### config.mk
export PLATFORM = sky130hd
export DESIGN_NAME = uart_rx_param
export DESIGN_NICKNAME = d
export VERILOG_FILES = /design/src/rtl/uart_pkg.sv /design/src/rtl/uart_baud_tick.sv /design/src/rtl/uart_rx_param.sv
export SDC_FILE = /design/constraint.sdc
export NUM_CORES = 1
export LEC_CHECK = 0
export CAP_MARGIN = 10
export CORE_UTILIZATION = 57
export DETAILED_ROUTE_END_ITERATION = 7
export PLACE_DENSITY = 0.78
export SLEW_MARGIN = 20
export SYNTH_ARGS = -nofsm -noshare
export SYNTH_HDL_FRONTEND = slang
export SYNTH_SLANG_ARGS = --single-unit
### constraint.sdc
create_clock -name clk -period 2.81 [get_ports clk]
set_input_delay 0.562 -clock clk [delete_from_list [all_inputs] [get_ports clk]]
set_output_delay 0.562 -clock clk [all_outputs]
set_load 0.01 [all_outputs]
### src/rtl/uart_pkg.sv
// Shared constants, FSM state type and baud divisor helper for the UART receiver.
package uart_pkg;

  localparam int unsigned PAR_NONE = 0;
  localparam int unsigned PAR_EVEN = 1;
  localparam int unsigned PAR_ODD  = 2;

  typedef enum logic [2:0] {
    IDLE,
    START,
    DATA,
    PARITY,
    STOP
  } rx_state_t;

  // Clocks per oversample tick, rounded to nearest.
  function automatic int unsigned calc_div(input int unsigned clk_freq,
                                           input int unsigned baud,
                                           input int unsigned os);
    return (clk_freq + (baud * os) / 2) / (baud * os);
  endfunction

endpackage

### src/rtl/uart_baud_tick.sv
// Oversample tick generator: one-cycle tick every DIV clocks, restartable by clr.
module uart_baud_tick #(
  parameter int unsigned DIV = 651
) (
  input  logic clk,
  input  logic arst,
  input  logic clr,
  output logic tick
);

  localparam int unsigned    CW   = (DIV > 1) ? $clog2(DIV) : 1;
  localparam logic [CW-1:0]  LAST = CW'(DIV - 1);

  logic [CW-1:0] cnt_q, cnt_d;

  // Next count: restart on clr, wrap after the last clock of a tick period.
  always_comb begin
    cnt_d = cnt_q + 1'b1;
    if (clr || cnt_q == LAST) cnt_d = '0;
  end

  // Divider counter register.
  always_ff @(posedge clk or posedge arst) begin
    if (arst) cnt_q <= '0;
    else      cnt_q <= cnt_d;
  end

  assign tick = (cnt_q == LAST) && !clr;

endmodule

### src/rtl/uart_rx_param.sv
// Parametrised UART receiver with oversampling, 3-sample majority vote,
// false-start rejection and separate parity / framing error flags.
module uart_rx_param
  import uart_pkg::*;
#(
  parameter int unsigned CLK_FREQ   = 100_000_000,
  parameter int unsigned BAUD       = 9600,
  parameter int unsigned OVERSAMPLE = 16,
  parameter int unsigned DATA_BITS  = 8,
  parameter int unsigned PARITY     = 0,
  parameter int unsigned STOP_BITS  = 1
) (
  input  logic                 clk,
  input  logic                 arst,
  input  logic                 rx_en,
  input  logic                 rx_in,
  output logic [DATA_BITS-1:0] rx_data,
  output logic                 rx_done,
  output logic                 rx_err,
  output logic                 parity_err,
  output logic                 frame_err,
  output logic                 rx_busy
);

  localparam int unsigned DIV = calc_div(CLK_FREQ, BAUD, OVERSAMPLE);
  localparam int unsigned SW  = $clog2(OVERSAMPLE);
  localparam int unsigned BW  = $clog2(DATA_BITS);

  localparam logic [SW-1:0] S_V0  = SW'(OVERSAMPLE / 2 - 1);
  localparam logic [SW-1:0] S_V1  = SW'(OVERSAMPLE / 2);
  localparam logic [SW-1:0] S_V2  = SW'(OVERSAMPLE / 2 + 1);
  localparam logic [SW-1:0] S_END = SW'(OVERSAMPLE - 1);
  localparam logic [BW-1:0] B_LAST    = BW'(DATA_BITS - 1);
  localparam logic [BW-1:0] STOP_LAST = BW'(STOP_BITS - 1);
  localparam logic          ODD       = (PARITY == PAR_ODD);

  // The PARITY parameter hides the imported state name, so states are
  // referenced with the package scope throughout.
  rx_state_t state_q, state_d;

  logic                 sync1_q, sync2_q, sync3_q;
  logic [SW-1:0]        scnt_q, scnt_d;
  logic [BW-1:0]        bcnt_q, bcnt_d;
  logic                 s0_q, s0_d, s1_q, s1_d;
  logic [DATA_BITS-1:0] shift_q, shift_d;
  logic                 par_bad_q, par_bad_d;
  logic                 stop_bad_q, stop_bad_d;
  logic [DATA_BITS-1:0] data_q, data_d;
  logic                 done_q, done_d;
  logic                 pe_q, pe_d;
  logic                 fe_q, fe_d;

  logic tick, tick_clr, fall, vote, mid, bit_end;

  uart_baud_tick #(.DIV(DIV)) u_tick (
    .clk  (clk),
    .arst (arst),
    .clr  (tick_clr),
    .tick (tick)
  );

  assign fall    = sync3_q & ~sync2_q;
  assign vote    = (s0_q & s1_q) | (s0_q & sync2_q) | (s1_q & sync2_q);
  assign mid     = tick && (scnt_q == S_V2);
  assign bit_end = tick && (scnt_q == S_END);

  // Two-flop synchroniser plus edge-history flop; idle-high so reset never fakes a start.
  always_ff @(posedge clk or posedge arst) begin
    if (arst) {sync1_q, sync2_q, sync3_q} <= 3'b111;
    else      {sync1_q, sync2_q, sync3_q} <= {rx_in, sync1_q, sync2_q};
  end

  // Next-state, sampling, shifting and flag logic.
  always_comb begin
    state_d    = state_q;
    scnt_d     = scnt_q;
    bcnt_d     = bcnt_q;
    s0_d       = s0_q;
    s1_d       = s1_q;
    shift_d    = shift_q;
    par_bad_d  = par_bad_q;
    stop_bad_d = stop_bad_q;
    data_d     = data_q;
    done_d     = 1'b0;
    pe_d       = 1'b0;
    fe_d       = 1'b0;
    tick_clr   = 1'b0;

    if (state_q != uart_pkg::IDLE && !rx_en) begin
      state_d = uart_pkg::IDLE;
    end else if (state_q == uart_pkg::IDLE) begin
      if (fall && rx_en) begin
        state_d    = uart_pkg::START;
        tick_clr   = 1'b1;
        scnt_d     = '0;
        bcnt_d     = '0;
        par_bad_d  = 1'b0;
        stop_bad_d = 1'b0;
      end
    end else if (tick) begin
      scnt_d = (scnt_q == S_END) ? '0 : scnt_q + 1'b1;
      if (scnt_q == S_V0) s0_d = sync2_q;
      if (scnt_q == S_V1) s1_d = sync2_q;
      case (state_q)
        uart_pkg::START: begin
          if (mid && vote)  state_d = uart_pkg::IDLE;
          else if (bit_end) state_d = uart_pkg::DATA;
        end
        uart_pkg::DATA: begin
          if (mid) shift_d = {vote, shift_q[DATA_BITS-1:1]};
          if (bit_end) begin
            if (bcnt_q == B_LAST) begin
              bcnt_d  = '0;
              state_d = (PARITY != PAR_NONE) ? uart_pkg::PARITY : uart_pkg::STOP;
            end else begin
              bcnt_d = bcnt_q + 1'b1;
            end
          end
        end
        uart_pkg::PARITY: begin
          if (mid)     par_bad_d = vote ^ (^shift_q) ^ ODD;
          if (bit_end) state_d   = uart_pkg::STOP;
        end
        uart_pkg::STOP: begin
          if (mid) begin
            if (bcnt_q == STOP_LAST) begin
              state_d = uart_pkg::IDLE;
              done_d  = 1'b1;
              data_d  = shift_q;
              pe_d    = par_bad_q;
              fe_d    = stop_bad_q | ~vote;
            end else begin
              stop_bad_d = stop_bad_q | ~vote;
            end
          end
          if (bit_end) bcnt_d = bcnt_q + 1'b1;
        end
        default: state_d = uart_pkg::IDLE;
      endcase
    end
  end

  // State, counter, shift and output flag registers.
  always_ff @(posedge clk or posedge arst) begin
    if (arst) begin
      state_q    <= uart_pkg::IDLE;
      scnt_q     <= '0;
      bcnt_q     <= '0;
      s0_q       <= 1'b1;
      s1_q       <= 1'b1;
      shift_q    <= '0;
      par_bad_q  <= 1'b0;
      stop_bad_q <= 1'b0;
      data_q     <= '0;
      done_q     <= 1'b0;
      pe_q       <= 1'b0;
      fe_q       <= 1'b0;
    end else begin
      state_q    <= state_d;
      scnt_q     <= scnt_d;
      bcnt_q     <= bcnt_d;
      s0_q       <= s0_d;
      s1_q       <= s1_d;
      shift_q    <= shift_d;
      par_bad_q  <= par_bad_d;
      stop_bad_q <= stop_bad_d;
      data_q     <= data_d;
      done_q     <= done_d;
      pe_q       <= pe_d;
      fe_q       <= fe_d;
    end
  end

  assign rx_data    = data_q;
  assign rx_done    = done_q;
  assign parity_err = pe_q;
  assign frame_err  = fe_q;
  assign rx_err     = pe_q | fe_q;
  assign rx_busy    = (state_q != uart_pkg::IDLE);

endmodule

==> impl_results.md <==
- Post-Syn Instances: 208
- Post-Route WL: 4.353 mm
- Port Buf Inserts: 16
- Total congestion overflow: 0
- CTS buffer count: 5
- Critical path's slowest cell: or4_1
- Iter 0 DRT Violations: 232
- FF+latch area: 1157 sq um
- R2R setup slack: 110 ps
- CTS root buffer: clkbuf_8
- Slowest cell delay on critical path: 750 ps
- Most used DFF post-synth: dfrtp_1
- Initial Utilization: 60.49%
- Ant diodes: 0
- DR WL/cell: 15.66 um
- GRT Util Overall: 23.97%
- WHS Path Cells: 0
- Slew margin rel.: 74.33%
- PwrDens: 657.1 nW/um^2
- Startpoint types: flop
- Clk_lat worst skew: 290 ps
- Site row count: 22
- Die width: 65.03 um
- Post-route DRC: 0
- Die H: 65.03 um
- Detail Route Antenna Nets: 0
- DIE AREA: 4229 sq um
- Peak Freq: 0.3704 GHz
- Syn avg cell area: 10.89 sq um
- Routed vias: 1,624
- Hold Vio Cnt, Final: 0
- Gpl congestion: 0.8824
- Outcome: complete, no violations
- Fraction of layout cells with a size suffix above 1: 16.52%
- Most frequent cells in the layout: 41 x dfrtp_1, 18 x mux2_2, 16 x clkdlybuf4s50_1
- First-pass GRT wire length: 7.679 mm
- Hold-fix buffers at CTS: 0
- Post-synth cell types: 39
- Multi-input logic area: 1033 sq um
- Top Ports: 17
- R2R Path End: shift_q[3]
- R2R cell count: 4
- Kind of critical path: flop to flop
- Yosys reg bits: 46
- Final #Nets: 241
- Worst Path Required: 2980 ps
- MaxCap Viol Count: 0
- Period Utilization, post-route: 96.08%
- CP Data Arrival Time: 2870 ps
- Pre-antenna DRT Iters: 4
- Sequential area share after synthesis: 51.10%
- Area Growth Syn to Fin: 13.98%
- Post-CTS Setup Bufs: 0
- Hold path startpoint: sync1_q
- Shortest period the worst path allows: 2700 ps
- Setup violations, final: 0
- Hold Path Sink: sync2_q
- Pin count of the biggest net entering global routing: 22
- Syn Nets: 220
- Filler instances: 307
- Count of clock tree sinks: 46
- Worst-Margin Slew: 381.5 ps
- Ys Warns: 0
- Mapped cell area: 2265 sq um
- Initial antenna violation count: 0
- Leakage power: 0.001203 uW
- Slew Viols, Final: 0
- Setup crit end kind: flop
- DR vias/cell: 5.842
- Clock tree from TritonCTS: yes
- Worst flop-to-flop path startpoint: u_tick.cnt_q[8]
- Post-synth EDFFs: 0
- Placed Cells: 270
- Worst Skew: 6.317 ps
- CTS max path bufs: 2
- Cell chain of the critical path: or4_4, or3_1, or4_1, mux2_2
- PostCTS Resize Cnt: 0
- Core Region: 3744 sq um
- Setup tns final: 0 ps
- Vias in the first global route: 1,720
- RSZ-0062 raised after global routing: no
- H-Tree Depth: 2
- CTS clock-pin slew for the worst setup and hold paths: 80 ps
- Hold Crit Class: flop to flop
- Worst-path fanout max: 10
- Max IR drop VDD: 0.4474 mV
- DP HPWL: 3.222 mm
- Synth async-reset ratio: 100.0%
- Most common library cell in the layout ignoring fill and taps: dfrtp_1
- Non-filler cells, final: 278
[power breakdown]
| group | switching [uW] | total, uW | internal [uW] |
|---|---|---|---|
| Sequential | 101 | 848 | 747 |
| Clock | 206 | 404 | 198 |
| Combinational | 241 | 444 | 204 |
[critical path, delay by kind of cell (launching register included)]
kind / cells / cell delay (ps)
DFF: 1 / 410
and+or+nand+nor: 3 / 1820
muxes: 1 / 350
[cell families after synthesis]
kind of cell | synth area share [%]
adder cells (fa/ha/maj) | 4.420
multiplexers | 10.28
AND/OR/NAND/NOR | 16.46
buffers and inverters | 3.260
XOR/XNOR | 6.409
AO/OA/AOI/OAI | 8.067
flip-flops | 51.10
[synthesized netlist by cell type (5+ instances only)]
cell type  instances  area share, %
nand2_1           14            2.3
xnor2_1           11            4.3
dfrtp_1           41             45
mux2_2            18            9.0
clkbuf_1           5           0.83
dfstp_2            5            5.8
o21ai_0            9            2.0
nor2b_1            5            1.4
a21oi_1            5            1.1
nor2_1            15            2.5
and3_1             7            1.9
nand3_1           11            2.4
inv_1              8            1.3
ha_1               8            4.4
[cell type report]
class                           instances  area share (%)
Tap cell                               48           2.327
Inverter                                9           1.309
Sequential cell                        46           44.84
Timing Repair Buffer                   22           7.950
Multi-Input combinational cell        145           40.04
Clock buffer                            7           3.345
Clock inverter                          1          0.1939
[stage by stage]
stage / utilization [%] / cell area, sq um / hold WS [ps] / worst slack [ps] / total power [uW]
floorplan: - / 2265 / 345.2 / 289.9 / 1151
global placement: 66.51 / 2490 / 351.2 / 198.9 / 1264
detailed placement: 66.51 / 2490 / 358.3 / 130.0 / 1301
CTS: 68.95 / 2581 / 369.9 / 119.6 / 1709
global route: 68.95 / 2581 / 377.2 / 31.24 / 1809
finish: 68.95 / 2581 / 366.9 / 110.1 / 1696
[registers in the layout, indices dropped and copies added, names as in the netlist]
| name | cells |
|---|---|
| bcnt_q | 3 |
| frame_err | 1 |
| par_bad_q | 1 |
| parity_err | 1 |
| rx_data | 8 |
| rx_done | 1 |
| s0_q | 1 |
| s1_q | 1 |
| scnt_q | 4 |
| shift_q | 8 |
| state_q | 3 |
| stop_bad_q | 1 |
| sync1_q | 1 |
| sync2_q | 1 |
| sync3_q | 1 |
| u_tick.cnt_q | 10 |
[worst max-delay path by stage]
stage	startpoint	to	slack (ps)	depth (start not counted)
floorplan	u_tick.cnt_q[8]	par_bad_q	290	6
global placement	u_tick.cnt_q[8]	shift_q[4]	200	4
detailed placement	u_tick.cnt_q[8]	shift_q[3]	130	4
CTS	u_tick.cnt_q[8]	shift_q[3]	120	4
global route	u_tick.cnt_q[8]	shift_q[3]	30	4
finish	u_tick.cnt_q[8]	shift_q[3]	110	4
[metal layers]
| layer | part of all wire [%] | up-vias | track usage, % | wire, um |
|---|---|---|---|---|
| li1 | - | 770 | - | - |
| met1 | 43 | 788 | 30.26 | 1863 |
| met2 | 50 | 56 | 40.10 | 2181 |
| met3 | 5.3 | 10 | 5.282 | 229 |
| met4 | 1.8 | 0 | 9.239 | 79 |
| met5 | 0 | - | 0 | 0 |
No activity file was read; power rests on OpenSTA's default activity.
==> variant, RTL diff (config.mk and constraints unchanged) <==
Register the outputs `rx_err` and `rx_busy`, cleared by the reset; this adds one clock of latency there. The other outputs are not delayed to match.
--- a/src/rtl/uart_rx_param.sv
+++ b/src/rtl/uart_rx_param.sv
@@ -177,4 +177,11 @@
   assign frame_err  = fe_q;
-  assign rx_err     = pe_q | fe_q;
-  assign rx_busy    = (state_q != uart_pkg::IDLE);
+  always_ff @(posedge clk or posedge arst) begin
+    if (arst) begin
+      rx_err  <= '0;
+      rx_busy <= '0;
+    end else begin
+      rx_err  <= pe_q | fe_q;
+      rx_busy <= (state_q != uart_pkg::IDLE);
+    end
+  end
 
Formal check against the unedited RTL: not equivalent (a bounded check fails within 4 cycles, from zero or initial values and one cycle with arst high).
==> variant against the original RTL <==
Setup slack gained 0.22 ns. Clock skew grew 0.0035 ns. Fmax rose by 9.0%. Count of clock-buffer cells in the layout fell by 1. Global-route usage down 1.4 points. Sequential cell count rose by 2. Final area is 4.6% higher. Sequential share of layout area decreased by 0.12 points. Total power grew 11%. Die area grew 4.8%. Synthesized area is 5.0% higher. Routed wire length fell by 3.5%. Utilization is 1.4 points lower. Largest cell class unchanged. Largest power group unchanged.
==> variant: results (changes against the original RTL) <==
Status
  • Status: finished clean

Final layout
  • CLK BUF: 6 (-1)
  • Non-clock buffers, area share: 0.0732 (-0.00628)
  • Non-CTS buffers: 21 (-4.5%)
  • Share of cells above drive strength 1: 0.189 (+0.0239)
  • FILL cells: 297 (-3.3%)
  • Clock-cell share: 0.0315 (-0.00387)
  • Inverter count: 11 (+2)
  • Multi-input gates: 150 (+3.4%)
  • Fraction of area in multi-input gates: 0.410 (+0.00925)

Yosys
  • Commonest cells post-synth: dfrtp_1, nor2_1, mux2_2
  • Mux contribution to synthesized area: 0.0979 (-0.00487)
  • Unique masters post-synth: 46 (+18%)
  • Dominant cells by area after synthesis: dfrtp_1, mux2_2, dfstp_2, xnor2_1, ha_1
  • Syn_area_per_cell: 11.2 um^2 (+2.5%)
  • Synth Net Count: 225 (+2.3%)

Critical path
  • Reg2Reg Setup Slack: 0.33 ns (+0.22 ns)
  • Max Fanout on Critical Path: 8 (-2)
  • R2R depth: 5 (+1)

Timing
  • Min cycle time layout: 2.48 ns (-0.222 ns)
  • Final clock skew: 0.00978 ns (+0.00346 ns)

Global routing
  • GR Util met3: 0.0582 (+0.00540)
  • First-pass GRT wire length: 7420 um (-3.4%)
  • Vias in the first global route: 1634 (-5.0%)

Routing
  • Met2 wire length: 1970 um (-9.9%)
  • Vias per cell: 5.60 (-4.1%)
  • Met3 WL post-DR: 158 um (-31%)

Place
  • Placed cell count: 280 (+3.7%)
  • Dpl cell area: 2620 um^2 (+5.0%)
  • Dpl hpwl: 3030 um (-6.0%)
  • GP Congestion: 0.914 (+3.6%)

Pwr
  • Maximum vdd drop: 0.437 mV (-2.3%)

Die
  • # Taps: 50 (+4.2%)
[variant: how the worst max path moves through the flow]
stage,endpoint
2_1_floorplan,bcnt_q[0]$_DFFE_PP0P_
3_3_place_gp,shift_q[4]$_DFFE_PP0P_
3_5_place_dp,shift_q[6]$_DFFE_PP0P_
4_1_cts,shift_q[6]$_DFFE_PP0P_
5_1_grt,shift_q[3]$_DFFE_PP0P_
6_report,shift_q[2]$_DFFE_PP0P_
[variant: stage by stage]
stage	total power, uW	utilization	hold slack [ns]
after floorplan	1330	-	0.345
after global placement	1470	0.654	0.345
after detailed placement	1490	0.654	0.350
after CTS	1900	0.675	0.363
after global routing	2020	0.675	0.367
final	1890	0.675	0.361
[variant: worst max-delay path: cells and delay by family, from the launching register on]
kind / cells / cell delay (ns)
and+or+nand+nor: 4 / 1.53
DFF: 1 / 0.41
muxes: 1 / 0.43
[variant: power breakdown]
group | internal, uW | switching (uW)
clock network | 174 | 227
registers | 802 | 128
logic | 243 | 314
